### config.mk
export PLATFORM = sky130hd
export DESIGN_NAME = gcd_requester_flat
export DESIGN_NICKNAME = d
export VERILOG_FILES = /design/src/rtl/gcd_pkg.sv /design/src/rtl/gcd_requester_if.sv /design/src/rtl/gcd_req_watchdog.sv /design/src/rtl/gcd_requester.sv /design/src/flat_wrapper.sv
export SDC_FILE = /design/constraint.sdc
export NUM_CORES = 1
export LEC_CHECK = 0
export ABC_AREA = 1
export ABC_CLOCK_PERIOD_IN_PS = 3090
export CORE_UTILIZATION = 51
export DETAILED_ROUTE_END_ITERATION = 10
export PLACE_DENSITY_LB_ADDON = 0.08
export SLEW_MARGIN = 20
export SYNTH_ARGS = -nofsm -noshare
export SYNTH_HDL_FRONTEND = slang
export SYNTH_SLANG_ARGS = --single-unit
### constraint.sdc
create_clock -name clk -period 3.09 [get_ports clk]
set_clock_uncertainty 0.15 [all_clocks]
set_input_delay 0.927 -clock clk [delete_from_list [all_inputs] [get_ports clk]]
set_output_delay 0.927 -clock clk [all_outputs]
set_load 0.01 [all_outputs]
### src/rtl/gcd_pkg.sv
// Shared types and constants for the GCD requester: datapath width, FSM state encoding, default ack timeout.
package gcd_pkg;

   localparam int GCD_WIDTH       = 16;
   localparam int GCD_TIMEOUT_DEF = 1023;

   typedef enum logic [2:0] {
      IDLE  = 3'd0,
      A_REQ = 3'd1,
      A_REL = 3'd2,
      B_REQ = 3'd3,
      B_REL = 3'd4,
      ZERO  = 3'd5,
      DONE  = 3'd6
   } state_t;

   // States in which the requester is waiting on an ack edge.
   function automatic logic is_wait(state_t s);
      return (s == A_REQ) || (s == A_REL) || (s == B_REQ) || (s == B_REL);
   endfunction

endpackage

### src/rtl/gcd_requester_if.sv
// Four-phase req/ack bus to the GCD unit: operands go out on AB, the result comes back on C.
interface gcd_requester_if
   import gcd_pkg::*;
#(
   parameter int WIDTH = GCD_WIDTH
);
   logic             req;
   logic             ack;
   logic [WIDTH-1:0] AB;
   logic [WIDTH-1:0] C;

   modport master (output req, output AB, input ack, input C);
   modport slave  (input req, input AB, output ack, output C);
endinterface

### src/rtl/gcd_req_watchdog.sv
// Ack-wait watchdog, built only with GCD_REQ_TIMEOUT_EN: counts waited cycles since the last state change.
// A clear in a waiting cycle counts that cycle as the first one; the count saturates at TIMEOUT.
`ifdef GCD_REQ_TIMEOUT_EN
module gcd_req_watchdog
   import gcd_pkg::*;
#(
   parameter int TIMEOUT = GCD_TIMEOUT_DEF
) (
   input  logic clk,
   input  logic reset,
   input  logic clr,
   input  logic en,
   output logic expired
);
   localparam int CW = $clog2(TIMEOUT + 1);

   logic [CW-1:0] cnt_q, cnt_d;

   assign expired = (cnt_q == CW'(TIMEOUT));

   always_comb begin
      cnt_d = cnt_q;
      if (clr) begin
         cnt_d = en ? CW'(1) : '0;
      end else if (en && !expired) begin
         cnt_d = cnt_q + CW'(1);
      end
   end

   always_ff @(posedge clk) begin
      if (reset) begin
         cnt_q <= '0;
      end else begin
         cnt_q <= cnt_d;
      end
   end
endmodule
`endif

### src/rtl/gcd_requester.sv
// Initiator of the GCD req/ack handshake: presents A then B on AB, captures C, pulses done; outputs lag state by one cycle.
// Optional ack watchdog (abort to IDLE with sticky err) is built when GCD_REQ_TIMEOUT_EN is defined.
module gcd_requester
   import gcd_pkg::*;
#(
   parameter int WIDTH   = GCD_WIDTH,
   parameter int TIMEOUT = GCD_TIMEOUT_DEF
) (
   input  logic             clk,
   input  logic             reset,
   input  logic             start,
   input  logic [WIDTH-1:0] a_in,
   input  logic [WIDTH-1:0] b_in,
   output logic             busy,
   output logic             done,
   output logic [WIDTH-1:0] result,
   output logic             err,
   gcd_requester_if.master  gcd
);
   if (TIMEOUT < 1 || WIDTH < 1) begin : g_bad_cfg
      $error("gcd_requester: TIMEOUT and WIDTH must be at least 1");
   end

   state_t           state_q, state_d, state_nxt;
   logic [WIDTH-1:0] a_q, a_d, b_q, b_d, ab_q, ab_d, result_q, result_d;
   logic             req_q, req_d, busy_q, busy_d, done_q, done_d;
   logic             accept, timeout;

   always_comb begin
      state_nxt = state_q;
      a_d       = a_q;
      b_d       = b_q;
      result_d  = result_q;
      accept    = 1'b0;
      case (state_q)
         IDLE: begin
            if (start) begin
               accept    = 1'b1;
               a_d       = a_in;
               b_d       = b_in;
               state_nxt = (a_in == '0 || b_in == '0) ? ZERO : A_REQ;
            end
         end
         A_REQ: if (gcd.ack)  state_nxt = A_REL;
         A_REL: if (!gcd.ack) state_nxt = B_REQ;
         B_REQ: begin
            if (gcd.ack) begin
               result_d  = gcd.C;
               state_nxt = B_REL;
            end
         end
         B_REL: if (!gcd.ack) state_nxt = DONE;
         ZERO: begin
            result_d  = (a_q == '0) ? b_q : a_q;
            state_nxt = DONE;
         end
         DONE:    state_nxt = IDLE;
         default: state_nxt = IDLE;
      endcase

      // An aborted wait must not disturb the last good result.
      state_d = state_nxt;
      if (timeout) begin
         state_d  = IDLE;
         result_d = result_q;
      end

      req_d  = ((state_q == A_REQ) || (state_q == B_REQ)) && !timeout;
      ab_d   = (state_q == A_REQ) ? a_q : (state_q == B_REQ) ? b_q : ab_q;
      busy_d = (state_d != IDLE);
      done_d = (state_q == DONE);
   end

   always_ff @(posedge clk) begin
      if (reset) begin
         state_q  <= IDLE;
         a_q      <= '0;
         b_q      <= '0;
         ab_q     <= '0;
         result_q <= '0;
         req_q    <= 1'b0;
         busy_q   <= 1'b0;
         done_q   <= 1'b0;
      end else begin
         state_q  <= state_d;
         a_q      <= a_d;
         b_q      <= b_d;
         ab_q     <= ab_d;
         result_q <= result_d;
         req_q    <= req_d;
         busy_q   <= busy_d;
         done_q   <= done_d;
      end
   end

`ifdef GCD_REQ_TIMEOUT_EN
   logic expired, err_q, err_d;

   gcd_req_watchdog #(.TIMEOUT(TIMEOUT)) u_watchdog (
      .clk     (clk),
      .reset   (reset),
      .clr     (state_nxt != state_q),
      .en      (is_wait(state_nxt)),
      .expired (expired)
   );

   assign timeout = expired && is_wait(state_q);

   always_comb begin
      err_d = err_q;
      if (accept) begin
         err_d = 1'b0;
      end else if (timeout) begin
         err_d = 1'b1;
      end
   end

   always_ff @(posedge clk) begin
      if (reset) begin
         err_q <= 1'b0;
      end else begin
         err_q <= err_d;
      end
   end

   assign err = err_q;
`else
   assign timeout = 1'b0;
   assign err     = 1'b0;
`endif

   assign gcd.req = req_q;
   assign gcd.AB  = ab_q;
   assign busy    = busy_q;
   assign done    = done_q;
   assign result  = result_q;
endmodule

### src/flat_wrapper.sv
// flat-port wrapper written by rule: the top's interface ports become plain ports
module gcd_requester_flat import gcd_pkg::*;
#(
   parameter int WIDTH   = GCD_WIDTH,
   parameter int TIMEOUT = GCD_TIMEOUT_DEF
)
  (clk, reset, start, a_in, b_in, busy, done, result, err, gcd_req, gcd_AB, gcd_ack, gcd_C);
  gcd_requester_if #(.WIDTH(WIDTH)) gcd_i ();
  input  logic clk;
  input  logic reset;
  input  logic start;
  input  logic [WIDTH-1:0] a_in;
  input  logic [WIDTH-1:0] b_in;
  output logic busy;
  output logic done;
  output logic [WIDTH-1:0] result;
  output logic err;
  output wire logic [$bits(gcd_i.req)-1:0] gcd_req;
  output wire logic [$bits(gcd_i.AB)-1:0] gcd_AB;
  input wire logic [$bits(gcd_i.ack)-1:0] gcd_ack;
  input wire logic [$bits(gcd_i.C)-1:0] gcd_C;
  assign gcd_req = gcd_i.req;
  assign gcd_AB = gcd_i.AB;
  assign gcd_i.ack = gcd_ack;
  assign gcd_i.C = gcd_C;
  gcd_requester #(.WIDTH(WIDTH), .TIMEOUT(TIMEOUT)) u_core (.clk(clk), .reset(reset), .start(start), .a_in(a_in), .b_in(b_in), .busy(busy), .done(done), .result(result), .err(err), .gcd(gcd_i));
endmodule
== Word-level counts from Yosys, hierarchy flattened ==
Index checks and enable logic that the tools add are counted.

* Reductions and logical operators: 11
* Equality and inequality tests: 7
* Multiplexer cells: 12

{| class="wikitable"
|+ Operators with widths
! operator !! count
|-
| two-way mux 16 bit || 4
|-
| zero test 16 bit || 3
|-
| case mux 16 bit (2 select lines) || 1
|-
| two-way mux 3 bit || 6
|-
| case mux 3 bit (6 select lines) || 1
|-
| equality test 3 bit, second input constant || 3
|-
| equality test 3 x 2 -> 1 bit, second input constant || 2
|-
| AND reduction 2 bit || 2
|-
| nonzero test 2 bit || 2
|-
| equality test 3 x 1 -> 1 bit, second input constant || 1
|-
| zero test 3 bit || 1
|-
| nonzero test 3 bit || 1
|-
| logical OR 1 bit || 2
|-
| != test 2 bit, second input constant || 1
|}

* Word-level logic and storage cells: 38
* Flip-flop bits (word level): 70
* Input port bits: 52

== Depth between registers and ports, before layout ==
Gate-level depths: netlist (run 1).

* Depth in word-level cells: 6
* Depth in mapped cells: 9

== Least setup slack after synthesis (run 1) ==
OpenSTA, ideal clock, no wires.

* Kind: input-to-reg
* Start: input gcd_ack
* End: register u_core.result_q[10], in the netlist u_core.result[10]
* Setup time: 0.118 ns
* Required time: 2.822 ns
* Setup slack: 1.177 ns
* Buffers on the path: 1
* Stages: 7
* Arrival: 1.645 ns
* Cell sequence: nand2_1 > nor2_1 > nor2_4 > clkinv_2 > buf_6 > o21ai_1 > a21oi_1

* Word-level cells in the longest chain between the ends: 2

{| class="wikitable"
|+ RTL lines
! what !! line !! RTL
|-
| start: declaration || flat_wrapper.sv:20 || <nowiki>input wire logic [$bits(gcd_i.ack)-1:0] gcd_ack;</nowiki>
|-
| != test 2 bit (no line) || n/a ||
|-
| AND reduction 2 bit (no line) || n/a ||
|-
| end signal: assignment || gcd_requester.sv:89 || <nowiki>result_q <= result_d;</nowiki>
|-
| end: declaration || gcd_requester.sv:25 || <nowiki>logic [WIDTH-1:0] a_q, a_d, b_q, b_d, ab_q, ab_d, result_q, result_d;</nowiki>
|}

No other way between the ends.
A chain may end at the register's enable or synchronous reset.

== Worst setup path in the final report (run 1) ==
* Start: register u_core.result_q[10], in the netlist u_core.result[10]
* End: output result[10]

{| class="wikitable"
|+ RTL lines
! what !! line !! RTL
|-
| end: declaration || flat_wrapper.sv:16 || <nowiki>output logic [WIDTH-1:0] result;</nowiki>
|}

No word-level cell between the ends.

==> results of run 1 <==
synthesized netlist by cell type:
cell type	instances
a21oi_1	76
buf_1	1
buf_2	7
buf_4	2
buf_6	2
clkbuf_1	16
clkinv_2	1
conb_1	1
dfxtp_1	70
inv_1	40
inv_2	2
nand2_1	59
nand2_2	1
nand3_1	41
nor2_1	34
nor2_2	2
nor2_4	1
nor3_1	1
nor3_4	1
o21ai_0	71
o21ai_1	10
routing by layer:
metal	share of wire	up-vias	routed length, um
li1	-	1611	-
met1	0.51	1376	4040
met2	0.41	95	3260
met3	0.062	14	489
met4	0.020	0	158
met5	0	-	0
state kept, by name, summed over array words and instances, names as in the netlist:
signal,cells
u_core.result,16
u_core.gcd.req,1
u_core.state_q,3
u_core.a_q,16
u_core.done,1
u_core.b_q,16
u_core.busy,1
u_core.gcd.AB,16
power by group through the flow:
stage          clock network, W  registers, W  logic [W]
6_report               0.000801       0.00102   0.000416
5_1_grt                0.000850       0.00102   0.000469
4_1_cts                0.000819       0.00102   0.000415
3_5_place_dp                  0       0.00104   0.000412
3_3_place_gp                  0       0.00103   0.000405
2_1_floorplan                 0       0.00104   0.000228
worst min path at each step:
stage / end / cells past startpoint / startpoint
floorplan: u_core.b_q[10] / 2 / u_core.b_q[10]
global placement: u_core.gcd.AB[8] / 2 / u_core.gcd.AB[8]
detailed placement: u_core.gcd.AB[12] / 2 / u_core.gcd.AB[12]
CTS: u_core.gcd.AB[12] / 2 / u_core.gcd.AB[12]
global route: u_core.gcd.AB[7] / 2 / u_core.gcd.AB[7]
finish: u_core.gcd.AB[3] / 2 / u_core.gcd.AB[3]
logic make-up after synthesis:
kind of cell,after synthesis
other cells,1
simple gates,140
buf+inv,71
flops,70
compound gates,157
layout make-up:
class,instances,area [um2]
Sequential cell,70,1400
Clock buffer,12,145
Inverter,43,163
Fill cell,522,1690
Clock inverter,4,70.1
Timing Repair Buffer,93,926
Multi-Input combinational cell,298,1400
Tap cell,75,93.8
stage by stage:
step / util / area [um2]
after global placement: 0.677 / 3980
after CTS: 0.713 / 4200
final: 0.713 / 4200
after global routing: 0.713 / 4200
after floorplan: - / 3100
after detailed placement: 0.677 / 3980
cell usage in the layout (no fill, tap or decap), drive strengths merged:
master,n
buf,7
nand2,60
conb,1
nand3,41
o21ai,81
bufinv,2
dfxtp,70
a21oi,76
nor3,2
clkdlybuf4s50,86
clkbuf,12
nor2,37
inv,42
clkinv,3
worst min-delay path: stages (launching register included):
cell and delay (ns):
dfxtp_1 0.31, nand2_1 0.06, a21oi_1 0.05
==> results.py, run 1 <==
metrics = {
    "outcome": {
        "run_status": "complete, but fails checks",
        "violations": "design-rule violations",
    },
    "power_and_ir_drop": {
        "vdd_drop_max_mv": 0.291,
        "combPwrFrac": 0.186,
        "p_switching_w": 0.000593,
        "pwr_density_cell_nw_per_um2": 532,
        "intPower_w": 0.00164,
        "p_seq_frac": 0.455,
        "clockPowerShare": 0.359,
        "power_switching_share": 0.265,
        "leakage_nw": 1.66,
        "power.total_w": 0.00223,
    },
    "detailed_routing": {
        "route.detailed.drc": 1,
        "routedWlPerCell_um": 13.3,
        "viasPerCell": 5.20,
        "dr_total_vias": 3096,
        "drt-pass1-iter-count": 7,
        "ant_nets": 0,
        "drt_iter0_drc": 183,
        "drt-total-wl_mm": 7.94,
    },
    "setup_path": {
        "critPathKind": "reg2out",
        "ff2ff_path_depth": 7,
        "cp.arrival_ns": 1.22,
        "crit_path_end_kind": "primary output",
        "startpoint": "u_core.result[10]",
        "cp-start-kind": "flip-flop",
        "slowest_delay_ns": 0.54,
        "required_ns": 2.01,
        "cp.depth": 1,
        "rrSetupSlack_ns": 1.12,
        "rr_startpoint": "u_core.a_q[4]",
        "cp_top_family": "buffers and inverters",
        "worstReg2RegEnd": "u_core.result[2]",
        "worstPathCellList": "clkdlybuf4s50_1",
        "cpMaxStageDelayCell": "clkdlybuf4s50_1",
        "cp.buffers_inverters": 1,
        "critPathCapture": "result[10]",
        "crit_path_max_fanout": 2,
    },
    "sta": {
        "finalCritPeriodShare": 0.743,
        "clock.fmax_mhz": 436,
        "finalCriticalPeriod_ns": 2.30,
        "maxSlewViolCount": 0,
        "tns_ns": 0,
        "hold_viol_final": 0,
        "maxSlewHeadroom": 0.548,
        "tightest_slew_ns": 0.678,
        "holdWs_ns": 0.316,
        "setup_violations": 0,
        "rsz0062_at_grt": "no",
        "worst_slack_ns": 0.794,
    },
    "global_routing": {
        "gr-usage-all-layers": 0.257,
        "grt_use_met1": 0.378,
        "antenna_found_initial": 0,
        "use_met3": 0.0537,
        "grt.busiest_layer": "met1",
        "grt_pass1_wl_mm": 12.6,
        "use_met2": 0.358,
        "grt_pass1_vias": 2731,
        "grt_max_degree": 66,
        "grt-ovfl-total": 0,
    },
    "cells_and_area": {
        "diodes": 0,
        "layout.nets": 567,
        "area_delta_synth_final_pct": 35.7,
        "drive_above_1_share": 0.0577,
        "layout.cells.non_filler": 595,
    },
    "placed_design": {
        "dp.cells": 579,
        "hpwl_mm": 5.67,
        "numPortBuffers": 86,
        "place.gp.congestion": 0.851,
        "dpl_worst_slack_ns": 0.465,
    },
    "die": {
        "die_w_um": 79.9,
        "core_area_um2": 5890,
        "die-area_um2": 6380,
        "row_count": 28,
        "die-height_um": 79.9,
        "floorplan.initialDensity": 0.526,
        "top_level_ports": 88,
    },
    "synthesis": {
        "synth_top_area_frac": 0.453,
        "synth_top_family_by_area": "compound AO/OA/AOI/OAI gates",
        "synth_fa_ha_area_frac": 0,
        "synth_seq_cells": 70,
        "yosysSeqAreaShare": 0.453,
        "avgSynthCellArea_um2": 7.05,
        "syn_inst": 439,
        "yosys.area.top_type": "dfxtp_1",
        "syn_area_um2": 3100,
        "muxShareOfSynthArea": 0,
        "yosysWarnings": 0,
        "synth-compound-area-share": 0.254,
        "synth-xor-area-share": 0,
        "synth_cell_types": 21,
        "yosys-top-cells-area": "dfxtp_1 (45%), a21oi_1 (12%), o21ai_0 (11%), nand2_1 (7.2%), nand3_1 (6.6%)",
        "yosys.area_share.simple": 0.196,
        "syn-num-nets": 491,
    },
    "clocking": {
        "cts_tree": "yes",
        "cts_hold_buf": 0,
        "cts.reportedPaths.clkPinSlew_ns": 0.07,
        "ctsResizeCount": 0,
        "ctsLongestPathBuffers": 2,
        "htree_num_levels": 3,
        "cts_sinks": 70,
        "cts_setup_buffers": 0,
        "clock_latency_ns": 0.33,
        "cts-root-buf": "clkbuf_8",
        "cts_buffers": 9,
    },
    "hold_path": {
        "hp-class": "reg2reg",
    },
    "job": {
        "maxCapViolCount": 0,
    },
}
Note: power is estimated with default switching activity, not from simulation.
==> run 2: changes to the inputs <==
--- a/config.mk
+++ b/config.mk
@@ -6,8 +6,8 @@
 export NUM_CORES = 1
 export LEC_CHECK = 0
 export ABC_AREA = 1
-export ABC_CLOCK_PERIOD_IN_PS = 3090
-export CORE_UTILIZATION = 51
+export ABC_CLOCK_PERIOD_IN_PS = 2300
+export CORE_UTILIZATION = 47
 export DETAILED_ROUTE_END_ITERATION = 10
 export PLACE_DENSITY_LB_ADDON = 0.08
 export SLEW_MARGIN = 20
==> constraint.sdc (replaced) <==
create_clock -name clk -period 2.3 [get_ports clk]
set_clock_uncertainty 0.15 [all_clocks]
set_input_delay 0.69 -clock clk [delete_from_list [all_inputs] [get_ports clk]]
set_output_delay 0.69 -clock clk [all_outputs]
set_load 0.01 [all_outputs]
==> run 2 against run 1 <==
Against the previous run: the run now ends clean; sequential share of layout area shrank 0.60 points; cell area grew 1.8%; combinational power grew 38%; routed wire length grew 1.1%; power grew 45%; sequential power grew 34%; final cell count grew 0.67%; clock power grew 61%; die area grew 8.3%; non-clock buffer count grew 2; global-route usage shrank 1.7 points; largest cell class unchanged.
==> results.py, run 2 (synthesized netlist as in run 1, its figures left out) <==
metrics = {
    "die": {
        "core_area_um2": 6350,
        "die_w_um": 83.2,
        "floorplan.initialDensity": 0.487,
        "row_count": 29,
        "top_level_ports": 88,
        "die-area_um2": 6910,
        "die-height_um": 83.2,
    },
    "global_routing": {
        "grt_pass1_wl_mm": 13.4,
        "grt_use_met1": 0.352,
        "grt_max_degree": 65,
        "gr-usage-all-layers": 0.240,
        "antenna_found_initial": 0,
        "use_met3": 0.0467,
        "grt.busiest_layer": "met1",
        "grt-ovfl-total": 0,
        "use_met2": 0.344,
        "grt_pass1_vias": 2860,
    },
    "clocking": {
        "cts_setup_buffers": 0,
        "cts_hold_buf": 0,
        "cts_tree": "yes",
        "clock_latency_ns": 0.33,
        "ctsResizeCount": 0,
        "cts.reportedPaths.clkPinSlew_ns": 0.07,
        "ctsLongestPathBuffers": 2,
        "cts_sinks": 70,
        "htree_num_levels": 3,
        "cts_buffers": 9,
        "cts-root-buf": "clkbuf_8",
    },
    "hold_path": {
        "hp-class": "reg2reg",
    },
    "setup_path": {
        "crit_path_max_fanout": 17,
        "slowest_delay_ns": 0.41,
        "cp-start-kind": "input port",
        "worstPathCellList": "clkdlybuf4s50_1, nand2_1, nor2_1, nor2_4, clkinv_2, o21ai_0, a21oi_1",
        "required_ns": 2.37,
        "cpMaxStageDelayCell": "clkdlybuf4s50_1",
        "critPathKind": "in2reg",
        "cp_top_family": "buffers and inverters",
        "cp.arrival_ns": 2.22,
        "rrSetupSlack_ns": 0.47,
        "cp.buffers_inverters": 2,
        "crit_path_end_kind": "flip-flop",
    },
    "detailed_routing": {
        "viasPerCell": 5.24,
        "route.detailed.drc": 0,
        "dr_total_vias": 3137,
        "drt-total-wl_mm": 8.03,
        "drt-pass1-iter-count": 5,
        "routedWlPerCell_um": 13.4,
        "drt_iter0_drc": 204,
        "ant_nets": 0,
    },
    "cells_and_area": {
        "layout.nets": 569,
        "area_delta_synth_final_pct": 38.1,
        "fin_area_um2": 4280,
        "diodes": 0,
        "layout_common_cells": "clkdlybuf4s50_1 (86), a21oi_1 (76), o21ai_0 (71)",
        "drive_above_1_share": 0.0632,
        "utilization": 0.673,
        "final_common_cell": "clkdlybuf4s50_1",
        "fill_cells": 579,
    },
    "job": {
        "maxCapViolCount": 0,
    },
    "sta": {
        "maxSlewViolCount": 0,
        "finalCriticalPeriod_ns": 2.15,
        "holdWs_ns": 0.315,
        "tns_ns": 0,
        "maxSlewHeadroom": 0.663,
        "finalCritPeriodShare": 0.934,
        "setup_violations": 0,
        "hold_viol_final": 0,
        "rsz0062_at_grt": "no",
        "clock.fmax_mhz": 465,
        "tightest_slew_ns": 0.505,
    },
    "power_and_ir_drop": {
        "p_seq_frac": 0.423,
        "intPower_w": 0.00241,
        "vdd_drop_max_mv": 0.453,
        "leakage_nw": 1.70,
        "power_switching_share": 0.254,
        "pwr_density_cell_nw_per_um2": 755,
        "clockPowerShare": 0.398,
        "combPwrFrac": 0.178,
        "p_switching_w": 0.000821,
    },
    "placed_design": {
        "placed_cell_area_um2": 4010,
        "hpwl_mm": 5.84,
        "place.gp.congestion": 0.781,
        "numPortBuffers": 86,
    },
    "outcome": {
        "run_status": "completed",
    },
}
[run 2: changes by cell type in the layout (fill, tap and decap cells not counted)]
| cell | delta |
|---|---|
| buf_12 | +1 |
| buf_4 | +1 |
| bufinv_16 | +2 |
| clkbuf_1 | -1 |
| clkbuf_8 | -1 |
| clkinv_2 | -1 |
| clkinv_4 | +1 |
[run 2: layer usage]
metal,up-vias,part of all wire
li1,1613,-
met1,1405,0.51
met2,108,0.41
met3,11,0.065
met4,0,0.017
met5,-,0
[run 2: path summary, 6_finish.rpt]
| kind | start | end | cells past startpoint |
|---|---|---|---|
| max | gcd_ack | u_core.result[13] | 7 |
| min | u_core.gcd.AB[3] | u_core.gcd.AB[3] | 2 |
| max reg2reg | u_core.state_q[2] | u_core.result[13] | 7 |
| min reg2reg | u_core.gcd.AB[3] | u_core.gcd.AB[3] | 2 |
[run 2: final cells by class]
| type | count | area (um2) | area share |
|---|---|---|---|
| inverter | 43 | 163 | 0.0380 |
| multi-input combinational | 298 | 1400 | 0.327 |
| clock buffer | 10 | 128 | 0.0299 |
| tap | 77 | 96.3 | 0.0225 |
| timing repair buffer | 95 | 953 | 0.223 |
| sequential | 70 | 1400 | 0.328 |
| clock inverter | 6 | 134 | 0.0313 |
[run 2: worst register-to-register path, delay by kind of cell, from the launching register on]
family / cells / cell delay [ns]
DFF: 1 / 0.39
and+or+nand+nor: 3 / 0.50
AOI/OAI and AO/OA: 2 / 0.29
buffers and inverters: 2 / 0.39
[run 2: power groups by stage]
| stage | combinational (W) | clock, W | sequential, W |
|---|---|---|---|
| after global placement | 0.000560 | 0 | 0.00139 |
| after global routing | 0.000645 | 0.00137 | 0.00138 |
| after detailed placement | 0.000571 | 0 | 0.00139 |
| after floorplan | 0.000306 | 0 | 0.00140 |
| final | 0.000575 | 0.00129 | 0.00137 |
| after CTS | 0.000575 | 0.00130 | 0.00137 |
[run 2: per-stage QoR]
stage	worst slack [ns]	power, W	cells
2_1_floorplan	0.624	0.00170	439
3_3_place_gp	-0.167	0.00195	583
3_5_place_dp	-0.202	0.00196	583
4_1_cts	0.171	0.00324	599
5_1_grt	0.00652	0.00339	599
6_report	0.151	0.00323	599
